**src/rtl/tx_arb_pkg.sv**
```systemverilog
// Shared types and helpers for the UART transmit arbiter.
package tx_arb_pkg;

  typedef enum logic [1:0] {
    ST_IDLE     = 2'd0,
    ST_LOAD     = 2'd1,
    ST_WAIT_ACK = 2'd2,
    ST_SEND     = 2'd3
  } state_t;

  // Widest requester vector the arbiter supports.
  localparam int MAX_REQ = 8;

  // Burst counter width: enough for a 255-byte burst.
  localparam int CNT_W = 8;

  // Index of the set bit in a one-hot vector; 0 when the vector is empty.
  function automatic int onehot_to_idx(input logic [MAX_REQ-1:0] oh);
    int idx;
    idx = 0;
    for (int i = 0; i < MAX_REQ; i++) begin
      if (oh[i]) idx = i;
    end
    return idx;
  endfunction

endpackage

```
**src/rtl/uart_tx_arbiter_rr_pick.sv**
```systemverilog
// Combinational round-robin picker: first request strictly after 'last', with wrap.
module rr_pick #(
  parameter int NUM_REQ = 2,
  parameter int IDX_W   = 1
) (
  input  logic [NUM_REQ-1:0] req,
  input  logic [IDX_W-1:0]   last,
  output logic [NUM_REQ-1:0] grant,
  output logic               valid
);

  int         pos;
  logic [IDX_W-1:0] idx;
  logic       found;

  // Scan last+1, last+2, ... wrapping at NUM_REQ; first hit wins.
  always_comb begin
    grant = '0;
    found = 1'b0;
    pos   = 0;
    idx   = '0;
    for (int off = 1; off <= NUM_REQ; off++) begin
      pos = (int'(last) + off) % NUM_REQ;
      idx = IDX_W'(pos);
      if (!found && req[idx]) begin
        grant[idx] = 1'b1;
        found      = 1'b1;
      end
    end
  end

  assign valid = |req;

endmodule

```
**src/rtl/uart_tx_arbiter.sv**
```systemverilog
// Round-robin arbiter sharing one UART byte serializer among NUM_REQ sources,
// with optional burst lock bounded by MAX_BURST bytes.
//
// state    | meaning
// IDLE     | no owner; pick a winner once the serializer is free
// LOAD     | owner selected; hand its byte to the serializer or drop a withdrawn request
// WAIT_ACK | TxStart issued; waiting for the serializer to report busy
// SEND     | serializer shifting; on completion continue the burst or release
module uart_tx_arbiter
  import tx_arb_pkg::*;
#(
  parameter int NUM_REQ    = 2,
  parameter int DATA_WIDTH = 8,
  parameter int MAX_BURST  = 16
) (
  input  logic                          Clock,
  input  logic                          Reset,
  input  logic [NUM_REQ*DATA_WIDTH-1:0] Data,
  input  logic [NUM_REQ-1:0]            RequestToSend,
  input  logic [NUM_REQ-1:0]            Lock,
  output logic [NUM_REQ-1:0]            DataReceivedOut,
  output logic [NUM_REQ-1:0]            Grant,
  output logic [DATA_WIDTH-1:0]         TxData,
  output logic                          TxStart,
  input  logic                          TxBusy,
  output logic                          ArbBusy
);

  localparam int IDX_W = $clog2(NUM_REQ);
  localparam logic [CNT_W-1:0] BURST_MAX = CNT_W'(MAX_BURST);

  state_t                state, state_d;
  logic [NUM_REQ-1:0]    grant_d, drx_d, pick_grant;
  logic                  pick_valid;
  logic [DATA_WIDTH-1:0] txd_d, sel_data;
  logic                  start_d, sel_rts, sel_lock;
  logic [CNT_W-1:0]      burst_cnt, burst_d;
  logic [IDX_W-1:0]      last_grant, last_d, g_idx;

  rr_pick #(
    .NUM_REQ (NUM_REQ),
    .IDX_W   (IDX_W)
  ) u_pick (
    .req   (RequestToSend),
    .last  (last_grant),
    .grant (pick_grant),
    .valid (pick_valid)
  );

  assign g_idx   = IDX_W'(onehot_to_idx(MAX_REQ'(Grant)));
  assign sel_rts  = |(RequestToSend & Grant);
  assign sel_lock = |(Lock & Grant);
  assign ArbBusy  = (state != ST_IDLE);

  // Byte of the current owner; Grant is one-hot so at most one slice matches.
  always_comb begin
    sel_data = '0;
    for (int i = 0; i < NUM_REQ; i++) begin
      if (Grant[i]) sel_data = Data[i*DATA_WIDTH +: DATA_WIDTH];
    end
  end

  // Next-state and registered-output logic.
  always_comb begin
    state_d = state;
    grant_d = Grant;
    txd_d   = TxData;
    start_d = 1'b0;
    drx_d   = '0;
    burst_d = burst_cnt;
    last_d  = last_grant;
    case (state)
      ST_IDLE: begin
        if (!TxBusy && pick_valid) begin
          grant_d = pick_grant;
          state_d = ST_LOAD;
        end
      end
      ST_LOAD: begin
        if (!sel_rts) begin
          grant_d = '0;
          state_d = ST_IDLE;
        end else begin
          txd_d   = sel_data;
          start_d = 1'b1;
          drx_d   = Grant;
          if (burst_cnt < BURST_MAX) burst_d = burst_cnt + 1'b1;
          state_d = ST_WAIT_ACK;
        end
      end
      ST_WAIT_ACK: begin
        if (TxBusy) state_d = ST_SEND;
      end
      ST_SEND: begin
        if (!TxBusy) begin
          if (sel_lock && sel_rts && (burst_cnt < BURST_MAX)) begin
            state_d = ST_LOAD;
          end else begin
            last_d  = g_idx;
            burst_d = '0;
            grant_d = '0;
            state_d = ST_IDLE;
          end
        end
      end
      default: state_d = ST_IDLE;
    endcase
  end

  // State and output registers; reset abandons any transfer in flight.
  always_ff @(posedge Clock) begin
    if (!Reset) begin
      state           <= ST_IDLE;
      Grant           <= '0;
      TxData          <= '0;
      TxStart         <= 1'b0;
      DataReceivedOut <= '0;
      burst_cnt       <= '0;
      last_grant      <= IDX_W'(NUM_REQ - 1);
    end else begin
      state           <= state_d;
      Grant           <= grant_d;
      TxData          <= txd_d;
      TxStart         <= start_d;
      DataReceivedOut <= drx_d;
      burst_cnt       <= burst_d;
      last_grant      <= last_d;
    end
  end

endmodule

```
**config.mk**
```make
export PLATFORM = sky130hd
export DESIGN_NAME = uart_tx_arbiter
export DESIGN_NICKNAME = d
export VERILOG_FILES = /design/src/rtl/tx_arb_pkg.sv /design/src/rtl/uart_tx_arbiter_rr_pick.sv /design/src/rtl/uart_tx_arbiter.sv
export SDC_FILE = /design/constraint.sdc
export NUM_CORES = 1
export LEC_CHECK = 0
export BUFFER_PORTS_ARGS = -buffer_cell sky130_fd_sc_hd__buf_2
export CELL_PAD_IN_SITES_DETAIL_PLACEMENT = 1
export CELL_PAD_IN_SITES_GLOBAL_PLACEMENT = 1
export CORE_MARGIN = 3
export CORE_UTILIZATION = 33
export CTS_CLUSTER_SIZE = 28
export DETAILED_ROUTE_END_ITERATION = 6
export HOLD_SLACK_MARGIN = 0.05
export PLACE_DENSITY_LB_ADDON = 0.1
export SETUP_SLACK_MARGIN = 0.1
export SLEW_MARGIN = 5
export SYNTH_ARGS = -nofsm -noshare
export SYNTH_HDL_FRONTEND = slang
export SYNTH_HIERARCHICAL = 1
export SYNTH_SLANG_ARGS = --single-unit
export TNS_END_PERCENT = 30
```
**constraint.sdc**
```tcl
create_clock -name Clock -period 2.3 [get_ports Clock]
set_clock_uncertainty 0.15 [all_clocks]
set_input_delay 0.46 -clock Clock [delete_from_list [all_inputs] [get_ports Clock]]
set_output_delay 0.46 -clock Clock [all_outputs]
set_load 0.02 [all_outputs]
```
==> metrics.yaml <==
setup_viol_count_final: 0
track_usage_pct: 14.2
die_h_um: 64.0
crit_path_start_kind: "flip-flop"
num_rows: 20
fin_area_um2: 1350
multi_input_area_um2: 564
drv_cap: 0
placed_area_um2: 1320
antenna_left: 0
power.density_nw_per_um2: 534
synthFlopType: "dfxtp_1"
hold_viol_final: 0
r2r_slack_ns: 0.40
grt_pass1_wl_mm: 4.63
vias: 987
routed_wl_mm: 2.64
min_period_over_period_pct: 82.5
netlist_area_um2: 1110
grt_max_degree: 21
holdBufCountCts: 0
ys_warn_count: 6
post_cts_buffers: 0
tightest_slew_ns: 0.678
synth_seq_cells: 24
max_slew_margin_pct: 54.8
nNetsFinal: 173
crit_fanout: 12
power_leakage_nw: 0.678
clk_pin_slew_ns: 0.13
achievable-frequency_mhz: 527
synth_edf_count: 0
start_util_pct: 35.5
first_global_vias: 1008
h-tree-depth: 1
ioPinCount: 37
yosys.cell_types.count: 44
cts_tree: "done"
rsz0062_at_grt: "false"
endpoint_kind: "flip-flop"
remaining_drc_errors: 0
status: "complete, no violations"
core_area_um2: 3130
syn_to_final_growth_pct: 22.0
setup-tns-final_ns: 0
dpl.hpwl_mm: 2.05
hold_path_class: "flip-flop to flip-flop"
antenna_found_initial: 0
ir_drop_mv: 0.236
crit_required_ns: 2.36
avgSynthCellArea_um2: 9.91
clock-sinks: 24
fp.dieW_um: 64.0
syn_inst: 112
cts_made_buffers: 3
num_antenna_cells: 0
fin_crit_ns: 1.90
wl_per_cell_um: 13.8
gp_congestion: 0.896
crit_arrival_ns: 1.96
gr-total-overflow: 0
seq_area_frac_synth_pct: 43.3
crit_type: "flip-flop to flip-flop"
drt-initial-drc-count: 56
regArea_um2: 480
viasPerCell: 5.14
drive_above_1_share_pct: 36.5
cts_buffer_depth: 2
root_buffer: "clkbuf_4"
detail_route.first_pass.iterations: 4
synth_async_sr_flop_share_pct: 0
synth_nets: 136
fillers: 389
port_buffers: 36
ctsResizeCount: 0
slew_viol_final: 0
insertion_delay_ns: 0.31
dieArea_um2: 4090
cells in the mapped netlist, drive strengths merged (2+ instances only):
library cell	instances	area (um2)
dfxtp	24	480
nor2	11	51.3
a22oi	10	80.1
and3	6	38.8
inv	6	22.5
nand2	6	22.5
o211a	6	60.1
a211oi	3	22.5
clkbuf	3	11.3
nor3	3	26.3
a21boi	2	15.0
a21oi	2	10.0
a32o	2	20.0
and2	2	13.8
buf	2	12.5
nand2b	2	20.0
nand3	2	10.0
nor2b	2	12.5
o21ai	2	13.8
worst paths after layout:
path	endpoint	start	depth (start not counted)
worst min-delay path	burst_cnt[5]$_SDFFE_PN0P_	burst_cnt[5]$_SDFFE_PN0P_	2
worst max-delay path	Grant[1]$_SDFFE_PN0P_	Grant[1]$_SDFFE_PN0P_	5
worst min register to register	burst_cnt[5]$_SDFFE_PN0P_	burst_cnt[5]$_SDFFE_PN0P_	2
worst max register to register	Grant[1]$_SDFFE_PN0P_	Grant[1]$_SDFFE_PN0P_	5
worst max-delay path, cell delays in order (launching register included):
cell and delay [ns]:
dfxtp_1 0.37, buf_4 0.19, a22oi_1 0.30, nor3_1 0.11
or3_1 0.40, a32o_1 0.27
per-layer routing:
metal / up-vias / track usage [%] / share of wire [%]
li1: 487 / - / -
met1: 476 / 18.6 / 46
met2: 20 / 22.8 / 48
met3: 4 / 2.81 / 4.3
met4: 0 / 5.66 / 1.5
met5: - / 0 / 0
flip-flops by register name, summed over array words and instances, names as in the netlist, named ones only:
name	count
DataReceivedOut	2
Grant	2
TxData	8
TxStart	1
burst_cnt	8
last_grant	1
state	1
layout by cell type, fill, tap and decap left out, drive strengths merged, types with 4 or more instances in the layout:
cell type	instances
inv	6
a22oi	10
nor2	11
o211a	6
and3	6
clkbuf	4
dfxtp	24
buf	38
nand2	6
layout make-up:
type	count	share of cell area (%)
multi-input combinational	76	41.7
sequential	24	35.5
timing repair buffer	38	14.4
tap	44	4.07
clock buffer	4	2.68
inverter	6	1.66
where the power goes:
part / internal (mW) / switching [mW]
clock: 0.0966 / 0.120
combinational: 0.0354 / 0.0450
sequential: 0.421 / 0.00501
cell families (layout without fill, tap and decap cells):
logic type	after synthesis	after routing	synth area share, %
adder cells (fa/ha/maj)	1	1	1.13
AO/OA/AOI/OAI	34	34	26.6
AND/OR/NAND/NOR	40	40	22.2
buffers and inverters	12	48	5.86
multiplexers	1	1	0.902
flip-flops	24	24	43.3
metrics by stage:
stage | total power [mW] | setup slack [ns] | cells | hold WS [ns] | utilization [%]
after floorplan | 0.484 | 0.500 | 112 | 0.259 | -
after CTS | 0.740 | 0.398 | 192 | 0.293 | 43.3
final | 0.723 | 0.403 | 192 | 0.294 | 43.3
after global routing | 0.763 | 0.226 | 192 | 0.285 | 43.3
after global placement | 0.515 | 0.312 | 188 | 0.272 | 42.1
after detailed placement | 0.517 | 0.246 | 188 | 0.275 | 42.1
Power figures use the tool's default switching activity.
